### src/rtl/rr_grant_ctrl4_pkg.sv
// Shared constants and types for the 4-way round-robin grant controller.
// Holds requester count, index/counter widths and the FSM state encoding.
package rr_grant_ctrl4_pkg;

  localparam int N_REQ = 4;
  localparam int IDX_W = 2;
  localparam int CNT_W = 8;

  typedef enum logic {
    IDLE  = 1'b0,
    GRANT = 1'b1
  } state_e;

  typedef logic [N_REQ-1:0] req_t;
  typedef logic [IDX_W-1:0] idx_t;
  typedef logic [CNT_W-1:0] cnt_t;

  localparam cnt_t CNT_SAT = '1;

endpackage

### src/rtl/rr_grant_ctrl4_gnt_decoder.sv
// 2-to-4 one-hot decoder for the grant vector, purely combinational.
// Ports: idx (binary index in), onehot (decoded one-hot out).
module gnt_decoder
  import rr_grant_ctrl4_pkg::*;
(
  input  logic [IDX_W-1:0] idx,
  output logic [N_REQ-1:0] onehot
);

  always_comb begin
    onehot      = '0;
    onehot[idx] = 1'b1;
  end

endmodule

### src/rtl/rr_grant_ctrl4.sv
// Four-requester round-robin arbiter with per-tenure hold-time limit.
// Ports: clk, rst_n (async low), req[3:0] in; gnt, gnt_idx, gnt_valid, timeout out.
module rr_grant_ctrl4
  import rr_grant_ctrl4_pkg::*;
#(
  parameter int unsigned HOLD_MAX = 16
) (
  input  logic             clk,
  input  logic             rst_n,
  input  logic [N_REQ-1:0] req,
  output logic [N_REQ-1:0] gnt,
  output logic [IDX_W-1:0] gnt_idx,
  output logic             gnt_valid,
  output logic             timeout
);

  localparam cnt_t HOLD_CNT = CNT_W'(HOLD_MAX);
  localparam bit   LIM_EN   = (HOLD_MAX != 0);

  state_e state_q, state_d;
  idx_t   idx_q, idx_d;
  idx_t   ptr_q, ptr_d;
  cnt_t   cnt_q, cnt_d;
  req_t   gnt_q, gnt_d;
  logic   to_q, to_d;

  idx_t   win_idx;
  logic   win_found;
  req_t   dec;

  // Search ptr+1, ptr+2, ptr+3, ptr (mod 4); first set bit wins.
  always_comb begin
    idx_t cand;
    win_idx   = '0;
    win_found = 1'b0;
    cand      = '0;
    for (int k = 1; k <= N_REQ; k++) begin
      cand = ptr_q + IDX_W'(k);
      if (!win_found && req[cand]) begin
        win_found = 1'b1;
        win_idx   = cand;
      end
    end
  end

  always_comb begin
    state_d = state_q;
    idx_d   = idx_q;
    ptr_d   = ptr_q;
    cnt_d   = cnt_q;
    to_d    = 1'b0;
    unique case (state_q)
      IDLE: begin
        idx_d = '0;
        cnt_d = '0;
        if (win_found) begin
          state_d = GRANT;
          idx_d   = win_idx;
          cnt_d   = cnt_t'(1);
        end
      end
      GRANT: begin
        // Release has priority over the hold limit.
        if (!req[idx_q]) begin
          state_d = IDLE;
          ptr_d   = idx_q;
          idx_d   = '0;
          cnt_d   = '0;
        end else if (LIM_EN && cnt_q == HOLD_CNT) begin
          state_d = IDLE;
          ptr_d   = idx_q;
          idx_d   = '0;
          cnt_d   = '0;
          to_d    = 1'b1;
        end else if (cnt_q != CNT_SAT) begin
          cnt_d = cnt_q + cnt_t'(1);
        end
      end
      default: begin
        state_d = IDLE;
      end
    endcase
  end

  gnt_decoder u_dec (
    .idx    (idx_d),
    .onehot (dec)
  );

  assign gnt_d = (state_d == GRANT) ? dec : '0;

  always_ff @(posedge clk or negedge rst_n) begin
    if (!rst_n) begin
      state_q <= IDLE;
      idx_q   <= '0;
      ptr_q   <= idx_t'(N_REQ - 1);
      cnt_q   <= '0;
      gnt_q   <= '0;
      to_q    <= 1'b0;
    end else begin
      state_q <= state_d;
      idx_q   <= idx_d;
      ptr_q   <= ptr_d;
      cnt_q   <= cnt_d;
      gnt_q   <= gnt_d;
      to_q    <= to_d;
    end
  end

  assign gnt       = gnt_q;
  assign gnt_idx   = idx_q;
  assign gnt_valid = (state_q == GRANT);
  assign timeout   = to_q;

endmodule
### config.mk
export PLATFORM = sky130hd
export DESIGN_NAME = rr_grant_ctrl4
export DESIGN_NICKNAME = d
export VERILOG_FILES = /design/src/rtl/rr_grant_ctrl4_pkg.sv /design/src/rtl/rr_grant_ctrl4_gnt_decoder.sv /design/src/rtl/rr_grant_ctrl4.sv
export SDC_FILE = /design/constraint.sdc
export NUM_CORES = 1
export LEC_CHECK = 0
export ABC_AREA = 0
export BUFFER_PORTS_ARGS = -buffer_cell sky130_fd_sc_hd__buf_2
export CAP_MARGIN = 20
export CORE_MARGIN = 2
export CORE_UTILIZATION = 39
export CTS_CLUSTER_SIZE = 16
export DETAILED_ROUTE_END_ITERATION = 7
export SLEW_MARGIN = 40
export SYNTH_ARGS = -nofsm -noshare
export SYNTH_HDL_FRONTEND = slang
export SYNTH_SLANG_ARGS = --single-unit
### constraint.sdc
create_clock -name clk -period 2.3 [get_ports clk]
set_clock_uncertainty 0.1 [all_clocks]
set_input_delay 0.46 -clock clk [delete_from_list [all_inputs] [get_ports clk]]
set_output_delay 0.46 -clock clk [all_outputs]
set_load 0.02 [all_outputs]
==> reports/qor.csv, run 1 <==
stage,metric,value,unit
final_layout,drive_gt1_frac,0.245,
synthesis,synth_xor_area_frac,0.0561,
status,status,"finished, final reports clean",
grt,antenna_found_initial,0,
critical_path,cp.arrival,1950,ps
grt,grt_pass1_wl,3100,µm
timing,fin_crit_sh,0.810,
place,pre_cts_slack,362,ps
floorplan,die_y,53.0,µm
timing,slew_violations,0,
drt,drc,0,
place,place_congestion,0.774,
clock_network,cts-root-buf,clkbuf_4,
clock_network,post_cts_buffers,0,
clock_network,ctsResizeCount,0,
synthesis,synth_nets,100,
grt,gr-total-overflow,0,
synthesis,synth_compound_area_frac,0.170,
synthesis,yosys.area.top_type,dfrtp_1,
clock_network,clock_sinks,18,
grt,grt_pass1_vias,686,
timing,worst_pin_slew,505,ps
synthesis,avgSynthCellArea,10.2,µm²
critical_path,critPathLaunchType,flop,
grt,grt_usage,0.157,
final_layout,nets,119,
drt,first_iter_violations,24,
floorplan,core,2230,µm²
synthesis,synth_top_family_by_area,simple AND/OR/NAND/NOR gates,
power,p_per_area,1100,nW/µm²
synthesis,synth-simple-area-share,0.176,
final_layout,n_antenna_cell,0,
timing,setup_tns,0,ps
synthesis,synth_fa_ha_area_frac,0.0267,
floorplan,die_w,53.0,µm
critical_path,cp.required,2390,ps
drt,vias,710,
timing,period_minus_slack,1860,ps
timing,hold_slack,482,ps
floorplan,rows,17,
drt,drt_pass1_iterations,4,
synthesis,async_flop_share,1.00,
critical_path,crit_path_top_delay_cell,mux4_2,
synthesis,syn_area,937,µm²
synthesis,synth_area_leaders,"dfrtp_1 (43%), dfstp_2 (5.6%), o21ai_0 (4.8%)",
clock_network,cts_buffers,3,
min_path,hold_class,in2reg,
critical_path,worst_setup_path_end_kind,flop,
critical_path,slowest_delay,570,ps
floorplan,initial_utilization,0.420,
power,vdd_ir_drop_max,0.773,mV
power,p_leak,0.506,nW
timing,finalHoldViolCount,0,
synthesis,synth_edf_count,0,
critical_path,path_max_fanout,9,
synthesis,yosys.area.top_type_share,0.427,
drt,ant_nets,0,
drt,routedWlPerCell,12.5,µm
clock_network,cts_buffer_depth,2,
critical_path,crit_type,reg2reg,
synthesis,ys_ff_latch,18,
final_layout,area_delta_synth_final,15.2,%
timing,setup_viol,0,
synthesis,synth.distinct_cells,34,
place,port_buffers,13,
critical_path,path_buf_inv,0,
timing,maxClockFrequency,537,MHz
synthesis,ys_seq_area_frac,0.483,
flow_run,maxCapViolCount,0,
floorplan,ios,14,
final_layout,layout_common_cells,"dfrtp_1 (16), buf_2 (13), o21ai_0 (9)",
synthesis,synth.area.mux_share,0.0481,
timing,relSlewSlack,0.661,
synthesis,ys.warnings.count,0,
synthesis,ys.flop_type,dfrtp_1,
clock_network,clkTransAtPathRegs,100,ps
place,detailed_place_hpwl,1320,µm
critical_path,crit_family,multiplexers,
drt,drt-total-wl,1730,µm
clock_network,worstSkewPairLatency,290,ps
critical_path,crit_path_cell_trace,mux4_2 > nand2_2 > or2_1 > o211ai_2 > o21a_1,
clock_network,h-tree-depth,1,
timing,finalWorstSetupSlack,438,ps
clock_network,cts_tree,built,
synthesis,synth_cells,92,
floorplan,dieArea,2810,µm²
final_layout,final_common_cell,dfrtp_1,
drt,vias_per_cell,5.14,
grt,grt_start_max_net_pins,19,
timing,rsz0062_at_grt,no,
-- flip-flops by register name (all words and copies together), names as in the netlist --
name	count
cnt_q	8
gnt	4
gnt_idx	2
ptr_q	2
gnt_valid	1
timeout	1
-- cells by family (layout without fill, tap and decap cells) --
group | count (synthesis) | in the layout
and+or+nand+nor | 31 | 31
AOI/OAI and AO/OA | 24 | 24
DFF | 18 | 18
buffers and inverters | 8 | 26
xor gates and xnor gates | 6 | 6
muxes | 3 | 3
adders and majority gates | 2 | 2
-- where the power goes --
group	internal, W	switching [W]	total (W)
clock network	0.0000964	0.0000987	0.000195
registers	0.000413	0.0000934	0.000507
logic	0.000203	0.000279	0.000482
-- Yosys cell counts (2+ instances only) --
cell,n
a211oi_1,3
xnor2_1,3
nand3_1,6
a21oi_1,2
o21ai_0,9
xor2_1,3
nor2_1,6
and3_1,2
dfstp_2,2
mux2_2,2
inv_1,7
and4_1,2
nand2_1,6
ha_1,2
dfrtp_1,16
o41ai_1,2
o31ai_1,2
-- repair_timing --
item / CTS / global route
setup endpoints to repair: 0 / 0
hold endpoints to repair: 16 / 0
hold buffers: 1 / 0
-- per-stage QoR --
stage | cells | utilization | power, W | instance area, µm²
after CTS | 138 | 0.483 | 0.00120 | 1080
after detailed placement | 133 | 0.463 | 0.00100 | 1030
after global placement | 133 | 0.463 | 0.000990 | 1030
after floorplan | 92 | - | 0.000843 | 937
after global routing | 138 | 0.483 | 0.00128 | 1080
final | 138 | 0.483 | 0.00118 | 1080
-- final cells by class --
type,instances,area [µm²]
Fill cell,233,1150
Sequential cell,18,453
Multi-Input combinational cell,66,447
Timing Repair Buffer,15,82.6
Clock buffer,4,36.3
Tap cell,28,35.0
Inverter,7,26.3
-- per-layer routing --
layer	track usage	vias up	wire length, µm
met1	0.231	325	876
met5	0	-	0
met4	0.0769	0	17
met2	0.213	10	761
li1	-	373	-
met3	0.0395	2	75
-- path summary, 6_finish.rpt --
path	startpoint	to	slack (ps)	depth (start not counted)
setup / recovery	gnt_idx[0]	cnt_q[0]	440	5
hold / removal	req[2]	gnt_valid	480	4
setup reg to reg	gnt_idx[0]	cnt_q[0]	440	5
hold reg to reg	cnt_q[0]	cnt_q[0]	520	1
max in group asynchronous	rst_n	ptr_q[0]	1270	2
min in group asynchronous	rst_n	gnt[2]	510	2
-- worst register-to-register path, delay by kind of cell (launching register included) --
family	cells	cell delay, ps
multiplexers	1	570
flip-flops	1	470
AND/OR/NAND/NOR	2	390
AO/OA/AOI/OAI	2	230
No activity file was read; power rests on OpenSTA's default activity.
==> run 2: changes to the inputs <==
- clock period: 2.3 -> 1.9 ns (I/O delays scaled with it)
==> reports/qor.csv, run 2 (synthesis results as in run 1) <==
stage,metric,value,unit
clock_network,worstSkewPairLatency,300,ps
floorplan,dieArea,2810,µm²
power,p_leak,0.516,nW
timing,slew_violations,0,
timing,period_minus_slack,1700,ps
timing,setup_tns,0,ps
critical_path,path_max_fanout,4,
clock_network,clkTransAtPathRegs,110,ps
critical_path,crit_type,reg2reg,
grt,grt_pass1_vias,709,
timing,finalWorstSetupSlack,197,ps
drt,drt-total-wl,1830,µm
critical_path,cp.required,2030,ps
timing,worst_pin_slew,514,ps
drt,vias,750,
timing,hold_slack,385,ps
drt,drc,0,
grt,grt_pass1_wl,3230,µm
critical_path,crit_path_cell_trace,mux4_2 > nand2_2 > nor2_2 > a21oi_1 > inv_1 > nor2_1,
floorplan,initial_utilization,0.420,
flow_run,maxCapViolCount,0,
final_layout,largest_register_ffs,8,
clock_network,cts_buffer_depth,2,
drt,routedWlPerCell,13.0,µm
place,pre_cts_slack,110,ps
place,port_buffers,13,
critical_path,critPathLaunchType,flop,
floorplan,rows,17,
place,detailed_place_hpwl,1350,µm
final_layout,fillCellCount,240,
critical_path,slowest_delay,550,ps
grt,gr-total-overflow,0,
clock_network,h-tree-depth,1,
timing,setup_viol,0,
final_layout,final_common_cell,dfrtp_1,
drt,vias_per_cell,5.32,
final_layout,nets,122,
final_layout,n_antenna_cell,0,
critical_path,crit_family,multiplexers,
place,placed_cells,136,
final_layout,drive_gt1_frac,0.265,
grt,grt_start_max_net_pins,19,
timing,finalHoldViolCount,0,
drt,ant_nets,0,
critical_path,worst_setup_path_end_kind,flop,
timing,rsz0062_at_grt,no,
clock_network,clock_sinks,18,
floorplan,die_w,53.0,µm
floorplan,die_y,53.0,µm
min_path,hold_class,in2reg,
min_path,whs_path_depth,4,
critical_path,rr_worst_depth,6,
final_layout,layout_common_cells,"dfrtp_1 (16), buf_2 (13), o21ai_0 (9)",
timing,fin_crit_sh,0.896,
clock_network,cts_buffers,3,
drt,first_iter_violations,11,
floorplan,core,2230,µm²
place,place_congestion,0.798,
timing,maxClockFrequency,587,MHz
power,vdd_ir_drop_max,0.747,mV
clock_network,cts-root-buf,clkbuf_4,
final_layout,top_register,cnt_q,
clock_network,cts_tree,built,
critical_path,path_buf_inv,1,
final_layout,area_delta_synth_final,17.2,%
final_layout,finalNonFillerCells,141,
power,total_power,0.00142,W
floorplan,ios,14,
status,status,"finished, final reports clean",
grt,grt_usage,0.161,
critical_path,crit_path_top_delay_cell,mux4_2,
drt,drt_pass1_iterations,4,
timing,relSlewSlack,0.655,
clock_network,post_cts_buffers,0,
grt,antenna_found_initial,0,
critical_path,path_depth,6,
power,p_per_area,1290,nW/µm²
critical_path,cp.arrival,1830,ps
-- run 2: worst min-delay path: stages --
cell     delay, ps
buf_2          110
o41ai_1         80
buf_4          140
nand2_1         50
-- run 2: what timing repair did --
action                     in CTS  in global routing
hold buffers                    1                  0
setup endpoints to repair       0                  6
hold endpoints to repair       16                  0
resized for setup               0                  1
-- run 2: power by group --
group / internal (W) / switching [W]
combinational: 0.000257 / 0.000350
clock: 0.0000818 / 0.000120
sequential: 0.000500 / 0.000110
total: 0.000839 / 0.000579
-- run 2: routing by layer --
| metal | global-route usage | up-vias | routed length (µm) |
|---|---|---|---|
| met5 | 0 | - | 0 |
| met3 | 0.0254 | 5 | 65 |
| met2 | 0.217 | 17 | 780 |
| met4 | 0.0897 | 0 | 44 |
| li1 | - | 371 | - |
| met1 | 0.243 | 357 | 936 |
-- run 2: worst paths after layout --
kind	from	end	slack, ps
setup / recovery	gnt_idx[0]	gnt[0]	200
hold / removal	req[2]	gnt_valid	380
setup reg to reg	gnt_idx[0]	gnt[0]	200
hold reg to reg	gnt_idx[1]	ptr_q[1]	530
max in group asynchronous	rst_n	ptr_q[0]	940
min in group asynchronous	rst_n	cnt_q[2]	430
-- run 2: area by class of cell --
cell class / count / area [µm²] / area share
timing repair buffer: 18 / 105 / 0.0957
multi-input combinational: 66 / 453 / 0.412
inverter: 7 / 26.3 / 0.0239
tap: 28 / 35.0 / 0.0319
clock buffer: 4 / 26.3 / 0.0239
sequential: 18 / 453 / 0.412
-- run 2: stage by stage --
step / util / cell area, µm²
final: 0.492 / 1100
after global routing: 0.492 / 1100
after CTS: 0.489 / 1090
after detailed placement: 0.473 / 1060
after global placement: 0.473 / 1060
after floorplan: - / 937
==> run 3: changes to the inputs <==
--- a/config.mk
+++ b/config.mk
@@ -12,4 +12,5 @@
 export CORE_UTILIZATION = 39
-export CTS_CLUSTER_SIZE = 16
+export CTS_CLUSTER_SIZE = 28
 export DETAILED_ROUTE_END_ITERATION = 7
+export GPL_TIMING_DRIVEN = 0
 export SLEW_MARGIN = 40
==> constraint.sdc (replaced) <==
create_clock -name clk -period 1.9 [get_ports clk]
set_clock_uncertainty 0.1 [all_clocks]
set_input_delay 0.095 -clock clk [delete_from_list [all_inputs] [get_ports clk]]
set_output_delay 0.095 -clock clk [all_outputs]
set_load 0.02 [all_outputs]
==> reports/qor.csv, run 3 (synthesis results as in run 1) <==
stage,metric,value,unit
status,status,"finished, final reports clean",
critical_path,crit_path_cell_trace,mux4_2 > nand2_2 > or2_1 > buf_6 > o211ai_2 > o21a_1,
clock_network,worstSkewPairLatency,300,ps
flow_run,maxCapViolCount,0,
timing,setup_tns,0,ps
drt,first_iter_violations,17,
clock_network,h-tree-depth,1,
final_layout,top_register,cnt_q,
critical_path,worst_setup_path_end_kind,flop,
drt,routedWlPerCell,13.5,µm
final_layout,area_delta_synth_final,15.1,%
clock_network,clkTransAtPathRegs,100,ps
timing,rsz0062_at_grt,no,
floorplan,core,2230,µm²
min_path,whs_path_depth,3,
timing,finalHoldViolCount,0,
final_layout,drive_gt1_frac,0.255,
timing,worst_pin_slew,809,ps
clock_network,clock_sinks,18,
timing,period_minus_slack,1770,ps
floorplan,die_w,53.0,µm
final_layout,largest_register_ffs,8,
timing,relSlewSlack,0.454,
clock_network,cts_tree,built,
clock_network,cts_buffers,3,
drt,drt-total-wl,1860,µm
power,vdd_ir_drop_max,0.777,mV
timing,slew_violations,0,
min_path,hold-path-endpoint,gnt_valid,
critical_path,path_buf_inv,1,
drt,drc,0,
place,detailed_place_hpwl,1330,µm
power,total_power,0.00140,W
drt,vias_per_cell,5.29,
grt,antenna_found_initial,0,
grt,gr-total-overflow,0,
floorplan,dieArea,2810,µm²
critical_path,path_max_fanout,9,
critical_path,r2r-end,cnt_q[0],
min_path,holdCritStartpoint,req[2],
clock_network,cts_buffer_depth,2,
critical_path,slowest_delay,550,ps
floorplan,die_y,53.0,µm
grt,grt_start_max_net_pins,19,
critical_path,cp.arrival,1880,ps
critical_path,crit_family,multiplexers,
critical_path,rrSetupSlack,130,ps
final_layout,finalNonFillerCells,138,
final_layout,final_common_cell,dfrtp_1,
final_layout,n_antenna_cell,0,
min_path,hold_class,in2reg,
power,p_per_area,1300,nW/µm²
critical_path,cp.required,2000,ps
critical_path,crit_path_top_delay_cell,mux4_2,
critical_path,critPathLaunchType,flop,
final_layout,layout_common_cells,"dfrtp_1 (15), buf_2 (13), o21ai_0 (9)",
critical_path,crit_type,reg2reg,
drt,drt_pass1_iterations,4,
drt,vias,730,
clock_network,cts-root-buf,clkbuf_4,
final_layout,nets,119,
place,port_buffers,13,
timing,maxClockFrequency,564,MHz
power,p_leak,0.501,nW
grt,grt_pass1_vias,684,
drt,ant_nets,0,
place,place_congestion,0.738,
grt,grt_usage,0.162,
place,placed_cells,133,
critical_path,rr_worst_depth,6,
critical_path,r2r-start,gnt_idx[0],
floorplan,initial_utilization,0.420,
floorplan,ios,14,
clock_network,post_cts_buffers,0,
grt,grt_pass1_wl,3160,µm
floorplan,rows,17,
timing,setup_viol,0,
timing,fin_crit_sh,0.934,
run 3: cell count changes in the layout (fill, tap and decap cells not counted), sizes merged:
cell	before	now
buf	17	14
run 3: worst max path at each step:
| stage | slack (ps) | cells after the start | startpoint | end |
|---|---|---|---|---|
| 6_report | 130 | 6 | gnt_idx[0] | cnt_q[0] |
| 2_1_floorplan | 70 | 6 | gnt_idx[0] | cnt_q[0] |
| 5_1_grt | 10 | 6 | gnt_idx[0] | cnt_q[0] |
| 3_3_place_gp | 90 | 6 | gnt_idx[0] | cnt_q[0] |
| 4_1_cts | 60 | 6 | gnt_idx[0] | cnt_q[0] |
| 3_5_place_dp | 60 | 6 | gnt_idx[0] | cnt_q[0] |
run 3: power by group:
group / total, W / internal [W] / switching (W)
Clock: 0.000197 / 0.0000819 / 0.000115
Sequential: 0.000624 / 0.000502 / 0.000121
Combinational: 0.000580 / 0.000236 / 0.000344
Total: 0.00140 / 0.000820 / 0.000581
run 3: cell type report:
type	instances	area (µm²)
fill	224	1150
multi-input combinational	66	450
inverter	7	26.3
timing repair buffer	14	75.1
clock buffer	4	26.3
buffer	1	11.3
sequential	18	454
tap	28	35.0
run 3: layer usage:
metal / wire [µm] / global-route usage
met1: 901 / 0.229
met3: 73 / 0.0254
met2: 833 / 0.223
met5: 0 / 0
met4: 51 / 0.115
run 3: timing repair:
action | CTS | global route
gates resized for setup | 0 | 2
hold endpoints to repair | 18 | 0
setup endpoints to repair | 0 | 4
hold buffers | 1 | 0
run 3: stage by stage:
stage          hold slack [ps]  cell area [µm²]  setup slack [ps]   util
2_1_floorplan             -301              937              71.4      -
3_3_place_gp             -54.7             1040              90.9  0.464
3_5_place_dp             -52.0             1040              62.0  0.464
4_1_cts                   66.1             1070              58.0  0.481
5_1_grt                   95.9             1080              14.5  0.483
6_report                  82.6             1080               126  0.483
run 3: worst register-to-register path, delay by kind of cell (launching register included):
family / cells / cell delay [ps]
buffers and inverters: 1 / 130
AO/OA/AOI/OAI: 2 / 220
AND/OR/NAND/NOR: 2 / 250
multiplexers: 1 / 550
flip-flops: 1 / 430
